--- src/rtl/lcd_req_sched_pkg.sv ---
// lcd_req_sched_pkg
// Shared types and constants for the LCD request scheduler:
//   OPCODE_W / VALUE_W / ENTRY_W : field widths of a queued display request
//   state_t                      : scheduler FSM state encoding
//   req_entry_t                  : FIFO entry layout {opcode[18:16], value[15:0]}
package lcd_req_sched_pkg;

  localparam int OPCODE_W = 3;
  localparam int VALUE_W  = 16;
  localparam int ENTRY_W  = OPCODE_W + VALUE_W;

  typedef enum logic [2:0] {
    ST_IDLE      = 3'd0,
    ST_LOAD      = 3'd1,
    ST_LOW       = 3'd2,
    ST_HIGH      = 3'd3,
    ST_WAIT_BUSY = 3'd4,
    ST_WAIT_DONE = 3'd5
  } state_t;

  typedef struct packed {
    logic [OPCODE_W-1:0] opcode;
    logic [VALUE_W-1:0]  value;
  } req_entry_t;

endpackage

--- src/rtl/lcd_req_sched_fifo.sv ---
// lcd_req_fifo
// Synchronous show-ahead FIFO of DEPTH request entries (DEPTH a power of 2).
//   clk, rst : clock, synchronous active-high reset (empties the FIFO)
//   push/din : write din at the clock edge (ignored when full unless popping)
//   pop/dout : dout always shows the head; pop advances it (ignored when empty)
//   level    : current occupancy, 0..DEPTH
//   full     : level == DEPTH
//   empty    : level == 0
module lcd_req_fifo
  import lcd_req_sched_pkg::*;
#(
  parameter int DEPTH = 4
) (
  input  logic                  clk,
  input  logic                  rst,
  input  logic                  push,
  input  logic                  pop,
  input  logic [ENTRY_W-1:0]    din,
  output logic [ENTRY_W-1:0]    dout,
  output logic [$clog2(DEPTH):0] level,
  output logic                  full,
  output logic                  empty
);

  localparam int AW = $clog2(DEPTH);

  logic [ENTRY_W-1:0] mem_q [DEPTH];
  logic [ENTRY_W-1:0] mem_d [DEPTH];
  logic [AW-1:0]      wr_ptr_q, wr_ptr_d;
  logic [AW-1:0]      rd_ptr_q, rd_ptr_d;
  logic [AW:0]        level_q, level_d;
  logic               do_push, do_pop;

  assign full  = (level_q == (AW+1)'(DEPTH));
  assign empty = (level_q == '0);
  // A push into a full FIFO is legal when the head leaves in the same cycle.
  assign do_pop  = pop && !empty;
  assign do_push = push && (!full || do_pop);
  assign dout    = mem_q[rd_ptr_q];
  assign level   = level_q;

  // Pointers are AW bits wide, so the increments wrap modulo DEPTH.
  always_comb begin
    mem_d    = mem_q;
    wr_ptr_d = wr_ptr_q;
    rd_ptr_d = rd_ptr_q;
    level_d  = level_q;
    if (do_push) begin
      mem_d[wr_ptr_q] = din;
      wr_ptr_d        = wr_ptr_q + AW'(1);
    end
    if (do_pop) begin
      rd_ptr_d = rd_ptr_q + AW'(1);
    end
    case ({do_push, do_pop})
      2'b10:   level_d = level_q + (AW+1)'(1);
      2'b01:   level_d = level_q - (AW+1)'(1);
      default: level_d = level_q;
    endcase
  end

  always_ff @(posedge clk) begin
    if (rst) begin
      wr_ptr_q <= '0;
      rd_ptr_q <= '0;
      level_q  <= '0;
    end else begin
      wr_ptr_q <= wr_ptr_d;
      rd_ptr_q <= rd_ptr_d;
      level_q  <= level_d;
    end
  end

  // Storage needs no reset: an entry is only read after it has been written.
  always_ff @(posedge clk) begin
    mem_q <= mem_d;
  end

endmodule

--- src/rtl/lcd_req_sched.sv ---
// lcd_req_sched
// Queues display requests from two sources, arbitrates them round-robin and
// drives the LCD writer one transaction at a time via a single send edge.
//   clk, rst                 : clock, synchronous active-high reset
//   a_req/a_opcode/a_value   : source A request (held until a_ack)
//   a_ack                    : one-cycle accept pulse to A
//   b_*                      : same for source B
//   lcd_ready                : writer idle (1) / busy (0)
//   lcd_send                 : writer send_key, idle high, latched on rise
//   lcd_opcode / lcd_value   : transaction fields, stable for the whole transaction
//   fifo_level               : current queue occupancy
//   err_timeout              : sticky, writer never went busy after an edge
module lcd_req_sched
  import lcd_req_sched_pkg::*;
#(
  parameter int DEPTH        = 4,
  parameter int BUSY_TIMEOUT = 8
) (
  input  logic                   clk,
  input  logic                   rst,
  input  logic                   a_req,
  input  logic [OPCODE_W-1:0]    a_opcode,
  input  logic [VALUE_W-1:0]     a_value,
  output logic                   a_ack,
  input  logic                   b_req,
  input  logic [OPCODE_W-1:0]    b_opcode,
  input  logic [VALUE_W-1:0]     b_value,
  output logic                   b_ack,
  input  logic                   lcd_ready,
  output logic                   lcd_send,
  output logic [OPCODE_W-1:0]    lcd_opcode,
  output logic [VALUE_W-1:0]     lcd_value,
  output logic [$clog2(DEPTH):0] fifo_level,
  output logic                   err_timeout
);

  localparam int CNT_W = $clog2(BUSY_TIMEOUT + 1);

  state_t              state_q, state_d;
  logic                send_q, send_d;
  logic [OPCODE_W-1:0] opcode_q, opcode_d;
  logic [VALUE_W-1:0]  value_q, value_d;
  logic                a_ack_q, a_ack_d;
  logic                b_ack_q, b_ack_d;
  logic                rr_b_q, rr_b_d;
  logic                err_q, err_d;
  logic [CNT_W-1:0]    cnt_q, cnt_d;

  logic       fifo_push, fifo_pop, fifo_full, fifo_empty, space;
  logic       a_elig, b_elig, grant_a, grant_b;
  req_entry_t push_entry, pop_entry;

  lcd_req_fifo #(.DEPTH(DEPTH)) u_fifo (
    .clk   (clk),
    .rst   (rst),
    .push  (fifo_push),
    .pop   (fifo_pop),
    .din   (push_entry),
    .dout  (pop_entry),
    .level (fifo_level),
    .full  (fifo_full),
    .empty (fifo_empty)
  );

  assign fifo_pop = (state_q == ST_IDLE) && !fifo_empty && lcd_ready;
  assign space    = !fifo_full || fifo_pop;
  // A source's req is ignored while its ack is showing, so a requester that
  // drops req one cycle after the ack is never enqueued twice.
  assign a_elig   = a_req && !a_ack_q && space;
  assign b_elig   = b_req && !b_ack_q && space;

  // rr_b_q selects who wins a tie; the pointer always moves off the winner.
  always_comb begin
    grant_a    = a_elig && (!b_elig || !rr_b_q);
    grant_b    = b_elig && !grant_a;
    rr_b_d     = rr_b_q;
    if (grant_a) rr_b_d = 1'b1;
    if (grant_b) rr_b_d = 1'b0;
    a_ack_d    = grant_a;
    b_ack_d    = grant_b;
    fifo_push  = grant_a || grant_b;
    push_entry = grant_a ? '{opcode: a_opcode, value: a_value}
                         : '{opcode: b_opcode, value: b_value};
  end

  // The HIGH cycle is the first cycle after the send edge and WAIT_BUSY's
  // counter starts at zero on the next one, so the timeout lands exactly
  // BUSY_TIMEOUT cycles after the edge.
  always_comb begin
    state_d  = state_q;
    send_d   = send_q;
    opcode_d = opcode_q;
    value_d  = value_q;
    cnt_d    = cnt_q;
    err_d    = err_q;
    case (state_q)
      ST_IDLE: begin
        if (fifo_pop) begin
          opcode_d = pop_entry.opcode;
          value_d  = pop_entry.value;
          state_d  = ST_LOAD;
        end
      end
      ST_LOAD: begin
        send_d  = 1'b0;
        state_d = ST_LOW;
      end
      ST_LOW: begin
        send_d  = 1'b1;
        state_d = ST_HIGH;
      end
      ST_HIGH: begin
        cnt_d   = '0;
        state_d = ST_WAIT_BUSY;
      end
      ST_WAIT_BUSY: begin
        if (!lcd_ready) begin
          state_d = ST_WAIT_DONE;
        end else if (cnt_q == CNT_W'(BUSY_TIMEOUT - 2)) begin
          err_d   = 1'b1;
          state_d = ST_IDLE;
        end else begin
          cnt_d = cnt_q + CNT_W'(1);
        end
      end
      ST_WAIT_DONE: begin
        if (lcd_ready) state_d = ST_IDLE;
      end
      default: state_d = ST_IDLE;
    endcase
  end

  always_ff @(posedge clk) begin
    if (rst) begin
      state_q  <= ST_IDLE;
      send_q   <= 1'b1;
      opcode_q <= '0;
      value_q  <= '0;
      a_ack_q  <= 1'b0;
      b_ack_q  <= 1'b0;
      rr_b_q   <= 1'b0;
      err_q    <= 1'b0;
      cnt_q    <= '0;
    end else begin
      state_q  <= state_d;
      send_q   <= send_d;
      opcode_q <= opcode_d;
      value_q  <= value_d;
      a_ack_q  <= a_ack_d;
      b_ack_q  <= b_ack_d;
      rr_b_q   <= rr_b_d;
      err_q    <= err_d;
      cnt_q    <= cnt_d;
    end
  end

  assign a_ack       = a_ack_q;
  assign b_ack       = b_ack_q;
  assign lcd_send    = send_q;
  assign lcd_opcode  = opcode_q;
  assign lcd_value   = value_q;
  assign err_timeout = err_q;

endmodule

--- config.mk ---
export PLATFORM = sky130hd
export DESIGN_NAME = lcd_req_sched
export DESIGN_NICKNAME = d
export VERILOG_FILES = /design/src/rtl/lcd_req_sched_pkg.sv /design/src/rtl/lcd_req_sched_fifo.sv /design/src/rtl/lcd_req_sched.sv
export SDC_FILE = /design/constraint.sdc
export NUM_CORES = 1
export LEC_CHECK = 0
export BUFFER_PORTS_ARGS = -buffer_cell sky130_fd_sc_hd__clkbuf_2
export CORE_ASPECT_RATIO = 1.75
export CORE_MARGIN = 10
export CORE_UTILIZATION = 59
export DETAILED_ROUTE_END_ITERATION = 8
export PLACE_DENSITY = 0.82
export SLEW_MARGIN = 0
export SYNTH_ARGS = -nofsm -noshare
export SYNTH_HDL_FRONTEND = slang
export SYNTH_SLANG_ARGS = --single-unit
--- constraint.sdc ---
create_clock -name clk -period 5.3 [get_ports clk]
set_clock_uncertainty 0.1 [all_clocks]
set_input_delay 1.06 -clock clk [delete_from_list [all_inputs] [get_ports clk]]
set_output_delay 1.06 -clock clk [all_outputs]
set_load 0.1 [all_outputs]
==> flow_summary.toml, run 1 <==
[run_status]
outcome = "complete, no violations"

[sta]
fmax_mhz = 277
tightest_slew_ns = 1.09
drv_slew = 0
setup_violations = 0
setup_tns_ns = 0
finalHoldViolCount = 0
rsz0062_at_grt = "no"
fin_crit_sh_pct = 68.2
min_period_ns = 3.62
relSlewSlack_pct = 27.5

[cts]
cts_resized = 0
cts_buffers = 17
cts_hold_buffers = 0
cts_root_buffer = "clkbuf_16"
cts_htree_levels = 4
clock_latency_ns = 0.40
path_clk_slew_ns = 0.05
cts_tree = "built"
post-cts-setup-buffers = 0
cts.path.max_buffers = 2
cts.sink_count = 114

[synth]
synth.avg_cell_area_um2 = 14.5
synthCells = 330
ys_ff_latch = 114
synth_cell_types = 46
ys.flop_type = "edfxtp_1"
async_flop_share_pct = 0
yosysMostFrequentCell = "edfxtp_1"
ys_top_cells_by_count = "76 x edfxtp_1, 38 x dfxtp_1, 27 x a21oi_1"
synth_area_leaders = "edfxtp_1 48%, dfxtp_1 16%, mux4_2 9.0%, mux2_4 3.1%, a21oi_1 2.8%"
synth_edf_count = 76
yosys_warnings = 0
synth_top_area_cell = "edfxtp_1"
syn-num-nets = 381
synth_top_area_share_pct = 47.8
ys_seq_area_share_pct = 63.7
netlist_area_mm2 = 0.00478

[final_layout]
nNetsFinal = 447
final_util_pct = 72.1
area_growth_pct = 19.4
drive_above_1_share_pct = 35.2
antenna_cells = 0

[global_route]
antenna_found_initial = 0
grt_overflow = 0
grt_use_total_pct = 16.9
grt_pass1_wl_um = 16000
grt_pass1_vias = 3214
grt_max_degree = 39

[routing]
remaining_drc_errors = 0
antenna_left = 0
drt-total-wl_um = 9860
wl_per_cell_um = 19.8
drt-pass1-iter-count = 5
drtIter0Drc = 158
viasPerCell = 6.04
dr_total_vias = 3015

[power_and_ir_drop]
p_leak_nw = 2.12
powerDensity_mw_per_mm2 = 593
ir_worst_vdd_v = 0.000397
finalPower_mw = 3.38

[setup_path]
r2r_slack_ns = 1.97
critPathLaunch = "lcd_ready"
critical_path_class = "in2reg"
regToRegStartpoint = "state_q[2]"
r2r_cells = 3
arrival_ns = 3.54
required_ns = 5.22
cp_max_fo = 26
endpoint_kind = "flip-flop"
r2r_end = "u_fifo.mem_q[57]"
startpoint_type = "primary input"
worstSetupEndpoint = "u_fifo.mem_q[57]"

[floorplanning]
rows = 43
dieArea_mm2 = 0.0122
io_pins = 69
start_util_pct = 60.4
die_h_um = 139
core_mm2 = 0.00791
chipWidth_um = 88.0

[placement]
io_buffer_count = 68
gp_congestion = 0.794
dp_hpwl_um = 6300

[worst_hold_path]
min_path_type = "reg2reg"

[job]
drv_cap = 0
[metrics by stage]
step / instance area (µm²) / worst slack, ns / hold WS [ns] / std cells
after global routing: 5700 / 1.51 / 0.400 / 499
after floorplan: 4780 / 2.14 / 0.368 / 330
after detailed placement: 5140 / 1.27 / 0.354 / 467
after global placement: 5140 / 1.44 / 0.348 / 467
final: 5700 / 1.68 / 0.360 / 499
after CTS: 5700 / 1.68 / 0.366 / 499
[layout by cell type (no fill, tap or decap), types with 2 or more instances in the layout]
cell type	count
a211oi_1	2
a21oi_1	27
and2_1	4
buf_4	4
clkbuf_1	5
clkbuf_16	17
clkbuf_2	68
clkbuf_8	5
clkinv_2	4
dfxtp_1	38
edfxtp_1	76
ha_1	7
inv_1	11
mux2_2	10
mux2_4	10
mux4_2	19
nand2_1	4
nand2b_1	3
nand3_1	21
nor2_1	11
nor3_1	3
nor4b_1	2
o211ai_1	2
o21ai_0	25
or3_1	5
xor2_1	2
[area by class of cell]
cell class,instances,area [µm²]
clock buffers,27,513
clock inverters,5,50.0
fillers,500,2210
inverters,11,41.3
multi-input cells,180,1570
flip-flops and latches,114,3040
well taps,90,113
repair buffers,72,370
[cell families (layout without fill, tap and decap cells)]
family | after synthesis | count (layout) | synth area share [%]
flip-flops | 114 | 114 | 63.7
AO/OA/AOI/OAI | 65 | 65 | 7.75
AND/OR/NAND/NOR | 64 | 64 | 7.47
multiplexers | 40 | 40 | 14.7
buffers and inverters | 36 | 115 | 3.59
adder cells (fa/ha/maj) | 8 | 8 | 2.25
XOR/XNOR | 3 | 3 | 0.550
[state kept, by name, summed over array words and instances (netlist names)]
signal	flops
state_q	3
lcd_value	16
rr_b_q	1
lcd_opcode	3
a_ack	1
err_timeout	1
cnt_q	4
u_fifo.rd_ptr_q	2
u_fifo.wr_ptr_q	2
b_ack	1
u_fifo.level	3
lcd_send	1
u_fifo.mem_q	76
[per-layer routing]
metal	GRT usage [%]	wire (µm)	share of wire, %	up-vias
met1	18.3	3690	37	1479
met4	7.22	182	1.8	0
li1	-	-	-	1395
met3	6.12	594	6.0	21
met2	28.6	5390	55	120
met5	0	0	0	-
[worst min-delay path by stage]
stage                            start  slack [ns]  depth (start not counted)                 end
finish                     err_timeout        0.36                          1         err_timeout
global route               err_timeout        0.40                          1         err_timeout
CTS                        err_timeout        0.37                          1         err_timeout
detailed placement         err_timeout        0.35                          1         err_timeout
global placement           err_timeout        0.35                          1         err_timeout
floorplan           u_fifo.wr_ptr_q[1]        0.37                          2  u_fifo.wr_ptr_q[1]
[worst max-delay path, cell delays in order]
cell      delay, ns
clkbuf_2       0.13
or4b_1         0.82
a22oi_1        0.63
and2_1         0.88
[power by group]
group / total, mW / internal, mW / switching [mW]
registers: 1.24 / 1.14 / 0.0977
clock network: 1.06 / 0.702 / 0.355
logic: 1.09 / 0.301 / 0.786
total: 3.38 / 2.15 / 1.24
(Power assumes the default switching activity.)
==> inputs of run 2 (changes only) <==
--- a/config.mk
+++ b/config.mk
@@ -5,12 +5,13 @@
 export SDC_FILE = /design/constraint.sdc
 export NUM_CORES = 1
 export LEC_CHECK = 0
+export ABC_AREA = 1
 export BUFFER_PORTS_ARGS = -buffer_cell sky130_fd_sc_hd__clkbuf_2
 export CORE_ASPECT_RATIO = 1.75
 export CORE_MARGIN = 10
-export CORE_UTILIZATION = 59
+export CORE_UTILIZATION = 51
 export DETAILED_ROUTE_END_ITERATION = 8
-export PLACE_DENSITY = 0.82
+export PLACE_DENSITY = 0.75
 export SLEW_MARGIN = 0
 export SYNTH_ARGS = -nofsm -noshare
 export SYNTH_HDL_FRONTEND = slang
==> constraint.sdc (replaced) <==
create_clock -name clk -period 3.2 [get_ports clk]
set_clock_uncertainty 0.1 [all_clocks]
set_input_delay 0.64 -clock clk [delete_from_list [all_inputs] [get_ports clk]]
set_output_delay 0.64 -clock clk [all_outputs]
set_load 0.1 [all_outputs]
==> run 2 against run 1 <==
Effect of this change: worst hold slack gained 0.023 ns; via count up 27%; combinational power rose by 88%; critical path depth up 8; routed wire length grew 19%; setup slack worse by 0.94 ns; final cell count grew 41%; sequential share of layout area down 2.2 points; utilization fell by 8.9 points; critical path type is now reg2reg.
==> flow_summary.toml, run 2 <==
[run_status]
outcome = "complete, no violations"

[routing]
drt-total-wl_um = 11700
viasPerCell = 5.41
drtIter0Drc = 273
drt-pass1-iter-count = 4
antenna_left = 0
wl_per_cell_um = 16.6
dr_total_vias = 3819
remaining_drc_errors = 0

[worst_hold_path]
min_from = "cnt_q[3]"
min_path_type = "reg2reg"

[floorplanning]
die_h_um = 150
dieArea_mm2 = 0.0141
chipWidth_um = 94.1
core_mm2 = 0.00941
rows = 47
io_pins = 69
start_util_pct = 52.1

[setup_path]
cp_max_fo = 22
endpoint_kind = "flip-flop"
critPathLaunch = "state_q[1]"
regToRegStartpoint = "state_q[1]"
path_buf_inv = 3
cp_top_family = "adder cells"
cp_cell_sequence = "nor2_2, nand2_2, inv_1, nand3_2, inv_2, ha_1, inv_1, fa_1, a21oi_1, o21ai_0, o21ai_0, a21oi_1"
required_ns = 3.38
arrival_ns = 2.64
startpoint_type = "flip-flop"
critical_path_class = "reg2reg"
slowest_stage = "fa_1"
max_stage_delay_ns = 0.38

[cts]
path_clk_slew_ns = 0.05
cts_tree = "built"
cts_buffers = 17
cts.path.max_buffers = 2
post-cts-setup-buffers = 0
cts.sink_count = 114
clock_latency_ns = 0.40
cts_root_buffer = "clkbuf_16"
cts_resized = 0
cts_hold_buffers = 0
cts_htree_levels = 4

[sta]
fmax_mhz = 407
setup_violations = 0
drv_slew = 0
relSlewSlack_pct = 47.9
finalHoldViolCount = 0
min_period_ns = 2.46
rsz0062_at_grt = "no"
fin_crit_sh_pct = 76.9
tightest_slew_ns = 0.780
setup_tns_ns = 0

[synth]
synthCells = 502
ys_top_cells_by_count = "121 x nor2_1, 76 x edfxtp_1, 66 x o21ai_0"
ys_seq_area_share_pct = 62.1
synth_area_leaders = "edfxtp_1 47%, dfxtp_1 16%, nor2_1 9.3%, o21ai_0 6.7%, nand2_1 4.6%"
synth_top_area_share_pct = 46.6
ys.flop_type = "edfxtp_1"
async_flop_share_pct = 0
yosys_warnings = 0
ys_ff_latch = 114
synth.avg_cell_area_um2 = 9.77
synth_edf_count = 76
yosysMostFrequentCell = "nor2_1"
syn-num-nets = 553
netlist_area_mm2 = 0.00490
synth_cell_types = 29
synth_top_area_cell = "edfxtp_1"

[power_and_ir_drop]
combPwrFrac_pct = 34.2
finalPower_mw = 5.99
power_frac_clock_pct = 31.7
seqPwrFrac_pct = 34.0
net-switching-power_mw = 2.39
powerDensity_mw_per_mm2 = 1010
p_leak_nw = 2.45
p_int_mw = 3.60
ir_worst_vdd_v = 0.000667
switching_share_pct = 39.9

[final_layout]
stdcell_count = 706
final_cell_mix = "121 x nor2_1, 76 x edfxtp_1, 68 x clkbuf_2"
drive_above_1_share_pct = 19.9
largest_register_ff_count = 76
regMostFlops = "u_fifo.mem_q"
final_util_pct = 63.2
final_common_cell = "nor2_1"
area_growth_pct = 21.2
nNetsFinal = 623
antenna_cells = 0

[global_route]
grt_pass1_wl_um = 19200
grt_pass1_vias = 3970
grt_use_total_pct = 17.6
grt_overflow = 0
grt_max_degree = 41
antenna_found_initial = 0

[job]
drv_cap = 0

[placement]
place_inst = 675
dp_hpwl_um = 7790
io_buffer_count = 68
gp_congestion = 0.862
run 2: cell count changes after synthesis, sizes merged, moves of 4 or more:
cell,before,now
or3,6,0
nand2,4,61
nand3,21,10
inv,11,31
o21ai,25,83
o2111ai,0,19
buf,8,12
mux2,20,0
and2,5,0
mux4,19,0
nor2,11,123
a21oi,27,14
run 2: path summary, 6_finish.rpt:
| path | end | slack, ns | cells past startpoint |
|---|---|---|---|
| setup / recovery | u_fifo.level[2] | 0.74 | 12 |
| hold reg to reg | cnt_q[3] | 0.38 | 2 |
| hold / removal | cnt_q[3] | 0.38 | 2 |
| setup reg to reg | u_fifo.level[2] | 0.74 | 12 |
run 2: cells by family (layout without fill, tap and decap cells):
group,Yosys count,in the layout,share of synthesized area (%)
buf+inv,60,142,5.21
flops,114,114,62.1
simple gates,199,199,16.1
xor+xnor,1,1,0.179
compound gates,120,120,14.3
fa+ha+maj,8,8,2.19
run 2: routing by layer:
| layer | part of all wire (%) | GRT usage, % | up-vias | wire (µm) |
|---|---|---|---|---|
| met5 | 0 | 0 | - | 0 |
| met4 | 1.5 | 6.95 | 0 | 172 |
| met3 | 7.4 | 6.42 | 12 | 861 |
| met2 | 53 | 30.5 | 147 | 6140 |
| met1 | 39 | 18.8 | 1795 | 4510 |
| li1 | - | - | 1865 | - |
run 2: stage by stage:
stage / instance area, µm² / hold slack (ns) / setup slack (ns)
floorplan: 4900 / 0.358 / 0.313
global placement: 5350 / 0.363 / 0.730
detailed placement: 5350 / 0.371 / 0.669
CTS: 5940 / 0.380 / 0.774
global route: 5940 / 0.407 / 0.513
finish: 5940 / 0.383 / 0.740
run 2: power by group through the flow:
| stage | Combinational [mW] | Sequential, mW | Clock, mW |
|---|---|---|---|
| after floorplan | 0.818 | 2.87 | 0 |
| after detailed placement | 2.04 | 2.06 | 0 |
| after global routing | 2.24 | 2.06 | 1.99 |
| after CTS | 2.06 | 2.04 | 1.92 |
| final | 2.05 | 2.04 | 1.90 |
| after global placement | 2.00 | 2.05 | 0 |
run 2: area by class of cell:
| class | count | area (µm²) |
|---|---|---|
| clock buffer | 18 | 429 |
| timing repair buffer | 80 | 430 |
| multi-input combinational | 328 | 1600 |
| tap | 122 | 153 |
| sequential | 114 | 3040 |
| clock inverter | 13 | 168 |
| fill | 747 | 3470 |
| inverter | 31 | 116 |
run 2: worst reg2reg max path: cells and delay by family, from the launching register on:
kind	cells	cell delay, ns
fa+ha+maj	2	0.60
compound gates	4	0.48
flops	1	0.34
simple gates	3	0.38
buf+inv	3	0.44
